`src/rtl/fetch_execute_sequencer.sv`:
```
// Fetch/decode/execute control sequencer: INIT -> T0 -> T1 -> T2 [-> T3] -> T0, with HALT.
// Optional retired-instruction counter enabled by defining SEQ_INSTR_COUNT_EN.
module fetch_execute_sequencer (
  input  logic        Clock,
  input  logic        Reset,
  input  logic [15:0] IROut,
  input  logic [3:0]  Flags,
  output logic [2:0]  RF_OutASel,
  output logic [2:0]  RF_OutBSel,
  output logic [2:0]  RF_FunSel,
  output logic [3:0]  RF_RegSel,
  output logic [3:0]  RF_ScrSel,
  output logic [4:0]  ALU_FunSel,
  output logic        ALU_WF,
  output logic [1:0]  ARF_OutCSel,
  output logic [1:0]  ARF_OutDSel,
  output logic [1:0]  ARF_FunSel,
  output logic [2:0]  ARF_RegSel,
  output logic        IR_LH,
  output logic        IR_Write,
  output logic        Mem_CS,
  output logic        Mem_WR,
  output logic [1:0]  MuxASel,
  output logic [1:0]  MuxBSel,
  output logic [1:0]  MuxCSel,
  output logic        MuxDSel,
  output logic        DR_E,
  output logic [1:0]  DR_FunSel,
  output logic        Halted,
  output logic [15:0] InstrCount
);

  typedef enum logic [2:0] {INIT, T0, T1, T2, T3, HALT} state_t;

  state_t      r_state;
  state_t      w_next;
  logic [1:0]  w_class;
  logic [3:0]  w_op;
  logic        w_s;
  logic [1:0]  w_dst;
  logic [1:0]  w_src1;
  logic [1:0]  w_src2;
  logic        w_taken;
  logic        w_unused;

  assign w_class  = IROut[15:14];
  assign w_op     = IROut[13:10];
  assign w_s      = IROut[9];
  assign w_dst    = IROut[7:6];
  assign w_src1   = IROut[4:3];
  assign w_src2   = IROut[1:0];
  assign w_unused = ^{Flags[1:0], IROut[8], IROut[5], IROut[2]};

  always_comb begin
    case (w_op)
      4'b0000: w_taken = 1'b1;
      4'b0001: w_taken = Flags[3];
      4'b0010: w_taken = ~Flags[3];
      4'b0011: w_taken = Flags[2];
      default: w_taken = 1'b0;
    endcase
  end

  always_ff @(posedge Clock) begin
    if (!Reset) r_state <= INIT;
    else        r_state <= w_next;
  end

  always_comb begin
    w_next = r_state;
    case (r_state)
      INIT: w_next = T0;
      T0:   w_next = T1;
      T1:   w_next = T2;
      T2: begin
        case (w_class)
          2'b00:   w_next = (w_op == 4'b1111) ? HALT : T0;
          2'b01:   w_next = T0;
          2'b10:   w_next = IROut[13] ? T0 : T3;
          default: w_next = HALT;
        endcase
      end
      T3:      w_next = T0;
      HALT:    w_next = HALT;
      default: w_next = INIT;
    endcase
  end

  // Reset gates every output to idle in the same cycle, so the reset edge never writes.
  always_comb begin
    RF_OutASel  = '0;
    RF_OutBSel  = '0;
    RF_FunSel   = '0;
    RF_RegSel   = '0;
    RF_ScrSel   = '0;
    ALU_FunSel  = '0;
    ALU_WF      = 1'b0;
    ARF_OutCSel = '0;
    ARF_OutDSel = '0;
    ARF_FunSel  = '0;
    ARF_RegSel  = '0;
    IR_LH       = 1'b0;
    IR_Write    = 1'b0;
    Mem_CS      = 1'b1;
    Mem_WR      = 1'b0;
    MuxASel     = '0;
    MuxBSel     = '0;
    MuxCSel     = '0;
    MuxDSel     = 1'b0;
    DR_E        = 1'b0;
    DR_FunSel   = '0;
    Halted      = 1'b0;
    if (Reset) begin
      case (r_state)
        INIT: begin
          ARF_RegSel = 3'b111;
          ARF_FunSel = 2'b11;
          RF_RegSel  = 4'b1111;
          RF_ScrSel  = 4'b1111;
          RF_FunSel  = 3'b011;
        end
        T0, T1: begin
          ARF_OutDSel = 2'b00;
          Mem_CS      = 1'b0;
          IR_Write    = 1'b1;
          IR_LH       = (r_state == T1);
          ARF_RegSel  = 3'b100;
          ARF_FunSel  = 2'b01;
        end
        T2: begin
          case (w_class)
            2'b01: begin
              RF_OutASel = {1'b0, w_src1};
              RF_OutBSel = {1'b0, w_src2};
              ALU_FunSel = {1'b1, w_op};
              ALU_WF     = w_s;
              RF_FunSel  = 3'b010;
              RF_RegSel  = 4'b1000 >> w_dst;
            end
            2'b00: begin
              if (w_taken) begin
                MuxBSel    = 2'b11;
                ARF_RegSel = 3'b100;
                ARF_FunSel = 2'b10;
              end
            end
            2'b10: begin
              ARF_OutDSel = 2'b01;
              Mem_CS      = 1'b0;
              if (IROut[13]) begin
                RF_OutASel = {1'b0, w_src1};
                ALU_FunSel = 5'b10000;
                Mem_WR     = 1'b1;
              end else begin
                DR_E      = 1'b1;
                DR_FunSel = 2'b01;
              end
            end
            default: ;
          endcase
        end
        T3: begin
          MuxASel   = 2'b10;
          RF_FunSel = 3'b010;
          RF_RegSel = 4'b1000 >> w_dst;
        end
        HALT:    Halted = 1'b1;
        default: ;
      endcase
    end
  end

`ifdef SEQ_INSTR_COUNT_EN
  logic [15:0] r_instr_count;
  logic        w_retire;

  assign w_retire = ((r_state == T2) && (w_next == T0)) || (r_state == T3);

  always_ff @(posedge Clock) begin
    if (!Reset)        r_instr_count <= '0;
    else if (w_retire) r_instr_count <= r_instr_count + 16'd1;
  end

  assign InstrCount = r_instr_count;
`else
  assign InstrCount = '0;
`endif

endmodule

```
`config.mk`:
```
export PLATFORM = sky130hd
export DESIGN_NAME = fetch_execute_sequencer
export DESIGN_NICKNAME = d
export VERILOG_FILES = /design/src/rtl/fetch_execute_sequencer.sv
export SDC_FILE = /design/constraint.sdc
export NUM_CORES = 1
export LEC_CHECK = 0
export CORE_UTILIZATION = 30
export CTS_CLUSTER_DIAMETER = 30
export DETAILED_ROUTE_END_ITERATION = 7
export PLACE_DENSITY = 0.86
export REMOVE_ABC_BUFFERS = 1
export SYNTH_ARGS = -nofsm -noshare
export SYNTH_HDL_FRONTEND = slang
export SYNTH_SLANG_ARGS = --single-unit
```
`constraint.sdc`:
```
create_clock -name Clock -period 3.6 [get_ports Clock]
set_clock_uncertainty 0.05 [all_clocks]
set_input_delay 0.36 -clock Clock [delete_from_list [all_inputs] [get_ports Clock]]
set_output_delay 0.36 -clock Clock [all_outputs]
set_load 0.02 [all_outputs]
```
==> PnR_summary.wiki <==
{| class="wikitable"
! Metric !! Value
|-
| H-tree depth || 1
|-
| Syn avg cell area || 6.79 µm²
|-
| Latest clock arrival within the worst-skew pair || 0.23 ns
|-
| Post-Syn Area || 774 µm²
|-
| Cell type with the largest total area after synthesis || sky130_fd_sc_hd__buf_4
|-
| Detailed-route wire length per cell || 9.11 µm
|-
| Yosys warning total || 0
|-
| Setup fix buffers added after clock tree synthesis || 0
|-
| Maximum net fanout on the critical path || 7
|-
| Max-capacitance violation count || 0
|-
| Final setup violation count || 0
|-
| Largest registers || r_state: 3 flops
|-
| Estimated wirelength of the detail-placed design || 1400 µm
|-
| Type of the worst min-delay path || reg2reg
|-
| Gate count after technology mapping || 114
|-
| Most prevalent standard cell on the critical path || sky130_fd_sc_hd__clkdlybuf4s50_1
|-
| Number of nets still failing antenna checks after routing || 0
|-
| Crit-path cells || clkdlybuf4s50_1 -> inv_1 -> ha_1 -> and4b_1 -> o21ai_1 -> nor2_1 -> clkdlybuf4s50_1
|-
| Initial antenna violation count || 0
|-
| Dominant cells by area after synthesis || sky130_fd_sc_hd__buf_4 (34%), sky130_fd_sc_hd__dfxtp_1 (7.8%), sky130_fd_sc_hd__ha_1 (6.5%)
|-
| Top-area cell type share of the netlist area || 33.9%
|-
| Number of hold buffers added after CTS || 0
|-
| Pre-Repair DR Iteration Count || 4
|-
| Die width || 52.8 µm
|-
| Ranking of synthesized cells by instance count || sky130_fd_sc_hd__buf_4 (35), sky130_fd_sc_hd__nor2_1 (13), sky130_fd_sc_hd__inv_1 (11)
|-
| Slowest cell delay on critical path || 0.54 ns
|-
| Remaining global-route overflow || 0
|-
| Die Ht || 52.8 µm
|-
| Via count of the first global-routing pass || 633
|-
| Overall Global Routing Usage || 13.2%
|-
| Port bufs || 52
|-
| Initial DRC Count || 12
|-
| Cell at the slowest stage of the critical path || sky130_fd_sc_hd__clkdlybuf4s50_1
|-
| Maximum clock frequency || 364 MHz
|-
| Clock slew at reported path FFs || 0.04 ns
|-
| Largest register by flop count || r_state
|-
| Number of diodes || 0
|-
| Via count || 777
|-
| Starting density of the core || 31.5%
|-
| Number of synthesized flops with an enable pin || 0
|-
| CTS tree || built
|-
| Number of core rows || 18
|-
| Hold violation total from the final report || 0
|-
| Weighted congestion at the end of routability-driven global placement || 0.685
|-
| Total clock buffers created by CTS || 3
|-
| CP arrival || 2.34 ns
|-
| Gates resized, CTS repair || 0
|-
| PD cells || 232 nW/µm²
|-
| Die area || 2790 µm²
|-
| Wire length of the first global-routing pass || 2700 µm
|-
| Number of pins exceeding their max-slew limit in the final report || 0
|-
| Crit path time final || 2.75 ns
|-
| Maximum VDD drop || 0.000121 V
|-
| Synth Register Bits || 3
|-
| RSZ-0062 raised after global routing || false
|-
| Fraction of registers with async set or reset after synthesis || 0%
|-
| Count of buffer and inverter cells on the critical path || 3
|-
| Setup TNS after final layout || 0 ns
|-
| Period Utilization, post-route || 76.3%
|-
| Post-detailed-route DRC marker count || 0
|-
| Total routed wirelength || 1710 µm
|-
| Deepest clock path buffer count || 2
|-
| Share of cells above drive strength 1 || 3.80%
|-
| Cell class contributing the biggest share of worst-path delay || buffers and inverters
|-
| Top-level I/O count || 85
|-
| Worst setup path category || in2out
|-
| Fraction of the yosys area taken by sequential cells || 7.75%
|-
| Required time reported for the critical path endpoint || 3.19 ns
|-
| Count of cell types in the netlist || 32
|-
| Largest net degree at the start of global routing || 11
|-
| Leading register cell type out of synthesis || sky130_fd_sc_hd__dfxtp_1
|-
| Total core area || 2450 µm²
|-
| Largest register FFs || 3
|-
| Library cell with the highest instance count after synthesis || sky130_fd_sc_hd__buf_4
|-
| Status || finished, final reports clean
|-
| CTS sink count || 3
|-
| Capturing element type of the critical path || output pin
|-
| Clock root buffer || sky130_fd_sc_hd__clkbuf_4
|-
| Via/cell ratio || 4.13
|-
| Type of element launching the critical path || input port
|-
| Area added between synthesis and finish || 51.4%
|-
| Final Util || 47.8%
|-
| Post-layout nets || 185
|-
| Leak || 0.559 nW
|}
-- stage by stage --
step	setup WS [ns]	power [mW]	instance area [µm²]	std cells	hold WS [ns]
finish	0.855	0.272	1170	188	0.525
detailed placement	0.845	0.214	1150	184	0.509
floorplan	0.762	0.139	588	102	0.432
global route	0.681	0.295	1170	188	0.575
CTS	0.850	0.275	1170	188	0.516
global placement	0.871	0.213	1150	184	0.509
-- worst paths after layout --
path | end | depth (start not counted) | slack (ns) | start
max | RF_RegSel[3] | 7 | 0.85 | IROut[15]
min | r_state[2]$_SDFF_PN0_ | 2 | 0.53 | r_state[0]$_SDFF_PN0_
max reg2reg | r_state[2]$_SDFF_PN0_ | 2 | 2.50 | r_state[2]$_SDFF_PN0_
min reg2reg | r_state[2]$_SDFF_PN0_ | 2 | 0.53 | r_state[0]$_SDFF_PN0_
-- logic make-up (layout without fill, tap and decap cells) --
group,count (synthesis),in the layout,synth area share (%)
flip-flops,3,3,7.75
multiplexers,1,1,1.29
adder cells (fa/ha/maj),4,4,6.46
AND/OR/NAND/NOR,43,43,30.7
other,1,27,0.484
AO/OA/AOI/OAI,13,13,11.3
buffers and inverters,49,67,42.0
-- layout by cell type, fill, tap and decap left out, types with 2 or more instances in the layout --
cell / count
sky130_fd_sc_hd__and4b_1: 2
sky130_fd_sc_hd__a21oi_1: 4
sky130_fd_sc_hd__inv_1: 11
sky130_fd_sc_hd__and3_1: 5
sky130_fd_sc_hd__ha_1: 4
sky130_fd_sc_hd__clkdlybuf4s50_1: 52
sky130_fd_sc_hd__nand3_1: 2
sky130_fd_sc_hd__nor2_1: 13
sky130_fd_sc_hd__dfxtp_1: 3
sky130_fd_sc_hd__nand2_1: 7
sky130_fd_sc_hd__and2_1: 3
sky130_fd_sc_hd__clkbuf_4: 3
sky130_fd_sc_hd__conb_1: 27
sky130_fd_sc_hd__nand2b_1: 4
-- worst reg2reg max path, cell delays in order, from the launching register on --
cell and delay [ns]:
sky130_fd_sc_hd__dfxtp_1 0.44, sky130_fd_sc_hd__or2b_1 0.27, sky130_fd_sc_hd__a221oi_1 0.25
-- per-layer routing --
layer	wire (µm)	up-vias	GRT usage, %
met5	0	-	0
met4	0	0	6.58
met3	112	0	2.90
met2	848	37	21.5
met1	752	346	15.9
li1	-	394	-
-- report_power, final --
part	leakage (nW)	internal [mW]	switching, mW	total (mW)
Sequential	0.0248	0.0368	0.00778	0.0445
Clock	0.0150	0.0415	0.0162	0.0577
Combinational	0.519	0.0743	0.0953	0.170
Total	0.559	0.153	0.119	0.272
-- area by class of cell --
class | instances | area (µm²)
Fill cell | 244 | 1280
Timing Repair Buffer | 52 | 520
Tap cell | 30 | 37.5
Clock buffer | 4 | 26.3
Sequential cell | 3 | 60.1
Multi-Input combinational cell | 88 | 487
Inverter | 11 | 41.3
Power figures use the tool's default switching activity.
